===== src/rtl/usr_rx_pkg.sv =====
// rtl/usr_rx_pkg.sv - shared state encoding for the serial receiver
package usr_rx_pkg;

  // Receiver FSM states; 2'd3 is unreachable and decodes back to S_IDLE
  typedef enum logic [1:0] {
    S_IDLE  = 2'd0,
    S_SHIFT = 2'd1,
    S_STOP  = 2'd2
  } state_e;

endpackage


===== src/rtl/usr_rx_shift.sv =====
// rtl/usr_rx_shift.sv - W-bit bidirectional shift register for the receiver
module usr_rx_shift #(
  parameter int W = 4
) (
  input  logic         clk_i,
  input  logic         clear_ni,
  input  logic         en_i,
  input  logic         dir_i,
  input  logic         sin_i,
  output logic [W-1:0] q_o
);

  logic [W-1:0] sr_q, sr_d;

  // dir=1 enters at bit 0 so the first bit ends up in the MSB; dir=0 enters at the MSB
  always_comb begin
    sr_d = sr_q;
    if (en_i) begin
      if (dir_i) sr_d = {sr_q[W-2:0], sin_i};
      else       sr_d = {sin_i, sr_q[W-1:1]};
    end
  end

  // Shift register storage, cleared asynchronously with the rest of the receiver
  always_ff @(posedge clk_i or negedge clear_ni) begin
    if (!clear_ni) sr_q <= '0;
    else           sr_q <= sr_d;
  end

  assign q_o = sr_q;

endmodule


===== src/rtl/usr_rx.sv =====
// rtl/usr_rx.sv - framed serial-to-parallel receiver with valid/ready output
module usr_rx
  import usr_rx_pkg::*;
#(
  parameter int W  = 4,
  parameter int CW = 3
) (
  input  logic         clk,
  input  logic         clear,
  input  logic         sin,
  input  logic         sin_valid,
  input  logic         msb_first,
  output logic [W-1:0] pout,
  output logic         pout_valid,
  input  logic         pout_ready,
  output logic         frame_err,
  output logic         overrun,
  input  logic         err_clr
);

  state_e        state_q, state_d;
  logic [CW-1:0] cnt_q, cnt_d;
  logic          dir_q, dir_d;
  logic [W-1:0]  pout_q, pout_d;
  logic          pout_valid_q, pout_valid_d;
  logic          frame_err_q, frame_err_d;
  logic          overrun_q, overrun_d;
  logic [W-1:0]  sr;
  logic          shift_en;

  // Data bits are only shifted on strobes while inside the frame body
  assign shift_en = sin_valid && (state_q == S_SHIFT);

  usr_rx_shift #(.W(W)) u_shift (
    .clk_i    (clk),
    .clear_ni (clear),
    .en_i     (shift_en),
    .dir_i    (dir_q),
    .sin_i    (sin),
    .q_o      (sr)
  );

  // Next-state: frame sequencing on strobes, output handshake and sticky errors
  always_comb begin
    state_d      = state_q;
    cnt_d        = cnt_q;
    dir_d        = dir_q;
    pout_d       = pout_q;
    pout_valid_d = pout_valid_q;
    frame_err_d  = frame_err_q;
    overrun_d    = overrun_q;

    if (pout_valid_q && pout_ready) pout_valid_d = 1'b0;
    // Clear first so a same-cycle set event below takes priority
    if (err_clr) begin
      frame_err_d = 1'b0;
      overrun_d   = 1'b0;
    end

    if (sin_valid) begin
      case (state_q)
        S_IDLE: begin
          if (!sin) begin
            state_d = S_SHIFT;
            cnt_d   = '0;
            dir_d   = msb_first;
          end
        end
        S_SHIFT: begin
          cnt_d = cnt_q + CW'(1);
          if (cnt_q == CW'(W-1)) state_d = S_STOP;
        end
        S_STOP: begin
          state_d = S_IDLE;
          if (sin) begin
            // Output register is free if empty or being drained this same edge
            if (!pout_valid_q || pout_ready) begin
              pout_d       = sr;
              pout_valid_d = 1'b1;
            end else begin
              overrun_d = 1'b1;
            end
          end else begin
            frame_err_d = 1'b1;
          end
        end
        default: state_d = S_IDLE;
      endcase
    end
  end

  // State and output registers; reset discards any partial frame
  always_ff @(posedge clk or negedge clear) begin
    if (!clear) begin
      state_q      <= S_IDLE;
      cnt_q        <= '0;
      dir_q        <= 1'b0;
      pout_q       <= '0;
      pout_valid_q <= 1'b0;
      frame_err_q  <= 1'b0;
      overrun_q    <= 1'b0;
    end else begin
      state_q      <= state_d;
      cnt_q        <= cnt_d;
      dir_q        <= dir_d;
      pout_q       <= pout_d;
      pout_valid_q <= pout_valid_d;
      frame_err_q  <= frame_err_d;
      overrun_q    <= overrun_d;
    end
  end

  assign pout       = pout_q;
  assign pout_valid = pout_valid_q;
  assign frame_err  = frame_err_q;
  assign overrun    = overrun_q;

endmodule

===== config.mk =====
export PLATFORM = sky130hd
export DESIGN_NAME = usr_rx
export DESIGN_NICKNAME = d
export VERILOG_FILES = /design/src/rtl/usr_rx_pkg.sv /design/src/rtl/usr_rx_shift.sv /design/src/rtl/usr_rx.sv
export SDC_FILE = /design/constraint.sdc
export NUM_CORES = 1
export LEC_CHECK = 0
export ABC_AREA = 1
export BUFFER_PORTS_ARGS = -buffer_cell sky130_fd_sc_hd__buf_2
export CAP_MARGIN = 20
export CORE_MARGIN = 1
export CORE_UTILIZATION = 45
export DETAILED_ROUTE_END_ITERATION = 7
export PLACE_DENSITY = 0.67
export SYNTH_ARGS = -nofsm -noshare
export SYNTH_HDL_FRONTEND = slang
export SYNTH_SLANG_ARGS = --single-unit

===== constraint.sdc =====
create_clock -name clk -period 1.7 [get_ports clk]
set_input_delay 0.085 -clock clk [delete_from_list [all_inputs] [get_ports clk]]
set_output_delay 0.085 -clock clk [all_outputs]
set_load 0.005 [all_outputs]

-- Word-level counts from Yosys, hierarchy flattened
Index checks and enable logic that the tools add are counted.
- output and inout port bits: 7
- input port bits: 7
- register bits after elaboration: 17
- word-level logic and storage cells: 45
- equal/unequal tests: 5
- mux-type cells: 20
- add/sub/neg operators: 1
- reduce and logical (&&, ||, !) cells: 10
- bitwise operators: 1
- operators by type and width (cell ; count):
    $mux W1 ; 14
    $reduce_and A3 Y1 ; 3
    $pmux W3 S2 ; 1
    $mux W2 ; 2
    $mux W4 ; 1
    $pmux W2 S2 ; 1
    $reduce_and A4 Y1 ; 1
    $add A3 B1 Y3 const B ; 1
    $eq A3 B2 Y1 const B ; 1
    $mux W3 ; 1
    $eq A2 B1 Y1 const B ; 1
    $eq A2 B2 Y1 const B ; 1
    $logic_and A1 B1 Y1 ; 2
    $logic_not A2 Y1 ; 1
    $ne A2 B1 Y1 const B ; 1
    $ne A2 B2 Y1 const B ; 1
    $reduce_bool A2 Y1 ; 1
    $logic_not A1 Y1 ; 1
    $logic_or A1 B1 Y1 ; 1
    $not A1 Y1 ; 1

-- Depth between registers and ports, before layout
Gate-level depths: netlist of the first run.
- depth in word-level cells: 6
- gate-level depth with buffers: 5
- gate-level depth less buffers: 5

-- Hierarchy
From an unflattened synthesis of the first run, not the netlist that was laid out.
- cell total of the unflattened synthesis: 103
- area total of the unflattened synthesis: 814.5 µm²
- by module, submodules not included (module ; seq. area each (µm²) ; cells each ; instances ; area an instance (µm²)):
    usr_rx ; 325.3 ; 72 ; 1 ; 608.1
    usr_rx_shift ; 100.1 ; 31 ; 1 ; 206.4

-- Worst setup path before layout of the first run
Ideal clock, no wire load.
- path kind: reg2reg
- from: reg cnt_q[0]
- to: reg cnt_q[2]
- data arrival time: 0.933 ns
- path slack: 0.691 ns
- stages on the path, launching flop included: 4
- period minus slack after synthesis: 1.009 ns
- cell sequence: dfrtp_1 -> ha_1 -> ha_1 -> o21ai_1
- cells in the longest elaborated chain, start to end: 2
- ends and longest elaborated chain (item ; RTL line ; source):
    start, declared ; usr_rx.sv:22 ; logic [CW-1:0] cnt_q, cnt_d;
    start signal, assigned ; usr_rx.sv:104 ; cnt_q <= cnt_d;
    $add A3 B1 Y3 ; usr_rx.sv:70 ; cnt_d = cnt_q + CW'(1);
    $pmux W3 S2 ; usr_rx.sv:61 ; case (state_q)
No other way between the ends.
A chain may end at the register's enable or synchronous reset.

-- Final worst setup path of the first run
Same ends and word-level chain as after synthesis.

==> results of run 1 <==
## critical path, delay by kind of cell (launching register included)
family                     cells  cell delay [ns]
adders and majority gates      2             0.47
AOI/OAI and AO/OA              1             0.12
DFF                            1             0.42
## kinds of logic (layout without fill, tap and decap cells)
kind of cell             after synthesis  in the layout
adder cells (fa/ha/maj)                2              2
flip-flops                            17             17
buffers and inverters                 12             29
AO/OA/AOI/OAI                         12             12
AND/OR/NAND/NOR                       51             51
## worst max path at each step
stage               slack [ns]          to  startpoint
floorplan                 0.69    cnt_q[2]    cnt_q[0]
global placement          0.68    cnt_q[2]    cnt_q[0]
detailed placement        0.64    cnt_q[2]    cnt_q[0]
CTS                       0.62    cnt_q[2]    cnt_q[0]
global route              0.57  state_q[0]    cnt_q[0]
finish                    0.62    cnt_q[2]    cnt_q[0]
## layer usage
metal	part of all wire, %	vias to the layer above	track usage [%]
met5	0	-	0
met4	1.0	0	9.38
met3	5.8	2	4.58
met2	46	21	24.2
met1	47	270	20.0
li1	-	337	-
## registers in the layout (all words and copies together), names as in the netlist
name	flops
pout	4
state_q	2
pout_valid	1
u_shift.q_o	4
dir_q	1
cnt_q	3
frame_err	1
overrun	1
## cell usage after synthesis
master,n
o31ai_1,1
o21ai_1,7
nand2_2,1
nand4_1,1
nand3_2,1
nor2_4,2
nor2_2,1
inv_2,2
ha_1,2
o21ai_0,4
inv_1,9
nand3_1,6
clkbuf_1,1
nor2_1,2
dfrtp_1,17
nand2_1,37
## report_power, final
part	switching, mW	internal [mW]	leakage [nW]
Combinational	0.215	0.159	0.257
Sequential	0.118	0.545	0.223
Clock	0.125	0.0873	0.0177
Total	0.458	0.791	0.497
## final cells by class
class / instances / area share, %
Clock buffer: 3 / 2.49
Inverter: 11 / 4.56
Multi-Input combinational cell: 65 / 34.9
Tap cell: 16 / 2.21
Sequential cell: 17 / 47.0
Clock inverter: 1 / 0.553
Timing Repair Buffer: 14 / 8.30
## metrics by stage
| stage | worst slack [ns] | hold slack (ns) | std cells | instance area, um^2 | power (mW) |
|---|---|---|---|---|---|
| detailed placement | 0.643 | 0.0249 | 122 | 867 | 1.05 |
| CTS | 0.616 | 0.0282 | 127 | 905 | 1.26 |
| global placement | 0.678 | 0.0232 | 122 | 867 | 1.04 |
| finish | 0.621 | 0.0375 | 127 | 905 | 1.25 |
| global route | 0.568 | 0.0294 | 127 | 905 | 1.37 |
| floorplan | 0.691 | -0.211 | 94 | 786 | 0.933 |
==> flow_metrics.tcl, run 1 <==
set metrics [dict create \
    hold_viol 0 \
    drive_above_1_share_pct 21.6 \
    clk_path_buf_depth 2 \
    r2r-start "cnt_q[0]" \
    yosys.area.top_type "dfrtp_1" \
    cts.clk_slew.worst_paths_ns 0.10 \
    synthAdderAreaFrac_pct 3.18 \
    slew_violations 0 \
    final_common_cell "nand2_1" \
    synth_seq_cells 17 \
    grt_pass1_vias 547 \
    clk_latency_ns 0.28 \
    synth_area_leaders "dfrtp_1, nand2_1, o21ai_1" \
    dp_hpwl_um 969 \
    synthesis.nets 103 \
    fin_util_pct 57.4 \
    timing.rr.end "cnt_q[2]" \
    fill_cells 143 \
    synthMuxAreaShare_pct 0 \
    slowest_stage "dfrtp_1" \
    setup.worst_path.start_class "flip-flop" \
    crit_arrival_ns 1.29 \
    first_pass_iters 6 \
    rows 14 \
    ctsHoldBuffers 1 \
    synth_top_area_share_pct 54.1 \
    synth-xor-area-share_pct 0 \
    min_to "frame_err" \
    period_share_pct 63.5 \
    multi_input_area_um2 315 \
    core_area_mm2 0.00158 \
    synthSimpleGateAreaFrac_pct 29.0 \
    cpMostUsedCell "ha_1" \
    status "finished with violations" \
    path_max_fanout 3 \
    p_leak_nw 0.497 \
    routedWlPerCell_um 9.99 \
    synth_cell_types 16 \
    postSynthCellCount 94 \
    synth_compound_area_share_pct 7.96 \
    vdd_drop_max_mv 0.668 \
    hp-class "input pin to flip-flop" \
    drcViolationCount 4 \
    antenna_found_initial 0 \
    syn_avg_cell_area_um2 8.36 \
    crit_required_ns 1.92 \
    worst_pin_slew_ns 0.378 \
    detail-route-antenna-nets 0 \
    port_buffers 13 \
    tns_ns 0 \
    clock_skew_ns 0.00520 \
    htree_levels 1 \
    cts_root_buffer "clkbuf_4" \
    ys_seq_area_share_pct 54.1 \
    gp_routability_congestion 0.799 \
    dieArea_mm2 0.00192 \
    fin_nets 121 \
    cp-end-kind "flip-flop" \
    die_w_um 43.8 \
    setup_viol 0 \
    slowest_delay_ns 0.42 \
    crit_path_cell_trace "ha_1 -> ha_1 -> o21ai_1" \
    grtUsageTotal_pct 15.9 \
    overflow 0 \
    cts_resized 0 \
    grt_max_degree 18 \
    vias 630 \
    layout_common_cells "nand2_1, dfrtp_1, buf_2, inv_1, o21ai_1" \
    routed_wl_mm 1.27 \
    violations "design-rule violations" \
    die_y_um 43.8 \
    fmax_ghz 0.927 \
    ff2ff_path_depth 3 \
    hp-start "sin" \
    cts.sinks 17 \
    io_pins 14 \
    min_period_ns 1.08 \
    grt_pass1_wl_mm 2.23 \
    cts_setup_buffers 0 \
    cts_buffers 3 \
    rsz0062_at_grt "false" \
    cts_tree "yes" \
    area_growth_pct 15.1 \
    via_per_inst 4.96 \
    crit_type "flip-flop to flip-flop" \
    yosys_warnings 0 \
    drt_iter0_markers 17 \
    hold_depth 2 \
    antennaDiodeCount 0 \
    synth_top_family_by_area "simple AND/OR/NAND/NOR gates" \
    syn_area_um2 786 \
    slew_headroom_pct 74.8 \
    power_density_mw_per_mm2 1380 \
    regToRegSetupSlack_ns 0.62 \
    seq_area_um2 425 \
    start_util_pct 49.8 \
    drv_cap 0 \
]
(Power assumes the default switching activity.)
==> run 2: changes to the inputs <==
PLACE_DENSITY = 0.69   (was 0.67)
clock period = 0.95 ns   (was 1.7 ns; I/O delays follow)
==> run 2 against run 1 <==
  * The flow finishes with violations (design-rule violations, negative setup slack)
  * Setup slack worse by 0.67 ns
  * Via count increased by 12%
  * Die area is the same
  * Wire length is 33% higher
  * Largest cell class unchanged
  * Sequential share of layout area decreased by 6.9 points
  * Core utilization increased by 10 points
  * Highest routed layer unchanged
  * Sequential power is 89% higher
  * Critical endpoint is now state_q[1]
  * Critical path depth grew 1
  * Worst hold slack got worse by 0.021 ns
  * Clock power rose by 92%
  * Register-to-register slack lost 0.67 ns
  * Fmax is 8.4% higher
==> flow_metrics.tcl, run 2 (synthesis gave the netlist of run 1 again) <==
set metrics [dict create \
    status "finished with violations" \
    violations "design-rule violations, negative setup slack" \
    antennaDiodeCount 0 \
    slowest_delay_ns 0.47 \
    clock_skew_ns 0.00223 \
    setup_slack_ns -0.0453 \
    cpMostUsedCell "buf_4" \
    fin_util_pct 67.7 \
    fmax_ghz 1.00 \
    period_share_pct 105 \
    start_util_pct 49.8 \
    setup.worst_path.start_class "flip-flop" \
    cts.clk_slew.worst_paths_ns 0.10 \
    p_sw_mw 1.07 \
    p_int_mw 1.63 \
    clkPwrFrac_pct 15.1 \
    slew_headroom_pct 74.4 \
    area_growth_pct 35.8 \
    power_density_mw_per_mm2 2530 \
    vias 708 \
    swShare_pct 39.7 \
    rows 14 \
    final_common_cell "nand2_1" \
    io_pins 14 \
    routedWlPerCell_um 12.4 \
    cts_buffers 3 \
    detail-route-antenna-nets 0 \
    min_period_ns 0.995 \
    grt_pass1_wl_mm 2.76 \
    core_area_mm2 0.00158 \
    hold_viol 0 \
    via_per_inst 5.21 \
    crit_required_ns 1.18 \
    crit_path_cell_trace "inv_2 -> buf_4 -> buf_4 -> o21ai_1" \
    clk_latency_ns 0.30 \
    drt_iter0_markers 18 \
    crit_arrival_ns 1.23 \
    p_comb_share_pct 38.7 \
    antenna_found_initial 0 \
    path_buf_inv 3 \
    routed_wl_mm 1.68 \
    path_max_fanout 4 \
    slew_violations 0 \
    cts_tree "yes" \
    drcViolationCount 3 \
    drive_above_1_share_pct 40.8 \
    pwr-share-seq_pct 46.2 \
    hp-class "input pin to flip-flop" \
    port_buffers 13 \
    final_area_mm2 0.00107 \
    slowest_stage "dfrtp_2" \
    cts_root_buffer "clkbuf_4" \
    crit_family "flip-flops" \
    htree_levels 1 \
    dieArea_mm2 0.00192 \
    die_w_um 43.8 \
    setup_viol 14 \
    layout_common_cells "nand2_1, dfrtp_1, buf_2, inv_1" \
    grt_max_degree 18 \
    fin_nets 130 \
    placed_area_um2 912 \
    p_leak_nw 0.555 \
    grtUsageTotal_pct 20.3 \
    overflow 0 \
    clk_path_buf_depth 2 \
    crit_type "flip-flop to flip-flop" \
    rsz0062_at_grt "true" \
    cts.sinks 17 \
    worst_pin_slew_ns 0.384 \
    grt_pass1_vias 689 \
    gp_routability_congestion 0.812 \
    dp_hpwl_mm 1.09 \
    vdd_drop_max_mv 1.41 \
    fill_cells 126 \
    first_pass_iters 6 \
    cp-end-kind "flip-flop" \
    die_y_um 43.8 \
    drv_cap 0 \
]
run 2: changes by cell type in the layout (fill, tap and decap cells not counted), sizes merged:
cell         previous run  this run
nor2                    5         6
dlygate4sd3             1         3
buf                    13        19
run 2: worst paths after layout:
kind                            startpoint         end  slack [ns]  cells after the start
worst max-delay path            state_q[1]  state_q[1]       -0.05                      4
worst min-delay path             msb_first       dir_q        0.02                      3
worst max register to register  state_q[1]  state_q[1]       -0.05                      4
worst min register to register     pout[0]     pout[0]        0.48                      2
max in group asynchronous            clear  state_q[0]        0.47                      2
min in group asynchronous            clear       dir_q        0.19                      2
run 2: worst reg2reg max path, stage by stage (launching register included):
cell and delay, ns:
dfrtp_2 0.47, inv_2 0.08, buf_4 0.13, buf_4 0.12, o21ai_1 0.13
run 2: layout make-up:
type                       instances  area (um^2)  share of cell area [%]
clock buffer                       3         22.5                    2.11
clock inverter                     1         5.00                   0.469
inverter                          11         41.3                    3.87
multi-input combinational         66          410                    38.5
sequential                        17          428                    40.1
tap                               16         20.0                    1.88
timing repair buffer              22          140                    13.1
run 2: per-stage QoR:
| stage | setup TNS [ns] | cells | power [mW] | worst slack, ns | hold slack, ns |
|---|---|---|---|---|---|
| 6_report | -0.361 | 136 | 2.70 | -0.0453 | 0.0161 |
| 5_1_grt | -1.17 | 136 | 2.90 | -0.110 | 0.0194 |
| 4_1_cts | -0.489 | 134 | 2.61 | -0.0545 | 0.0141 |
| 3_5_place_dp | -0.294 | 126 | 2.02 | -0.0363 | -0.0112 |
| 3_3_place_gp | -0.154 | 126 | 1.99 | -0.0278 | -0.0116 |
| 2_1_floorplan | -0.0146 | 94 | 1.70 | -0.0146 | -0.248 |
run 2: what timing repair did:
action | in CTS | in global routing
endpoints found under the hold margin | 19 | 0
gates cloned | 1 | 0
buffers inserted | 0 | 2
hold buffers | 3 | 0
setup endpoints to repair | 14 | 14
pin swaps | 11 | 6
resized for setup | 17 | 6
run 2: metal layers:
metal  part of all wire [%]  wire length (um)  track usage, %
met5                      0                 0               0
met4                    2.3                39            13.8
met3                    4.9                82            4.58
met2                     51               852            35.8
met1                     42               710            21.2
run 2: power by group through the flow:
stage                     Clock (mW)  Sequential (mW)  Combinational [mW]
after global routing           0.438             1.28                1.18
final                          0.407             1.25                1.04
after floorplan                    0             1.14               0.562
after CTS                      0.411             1.23               0.964
after global placement             0             1.19               0.799
after detailed placement           0             1.20               0.818
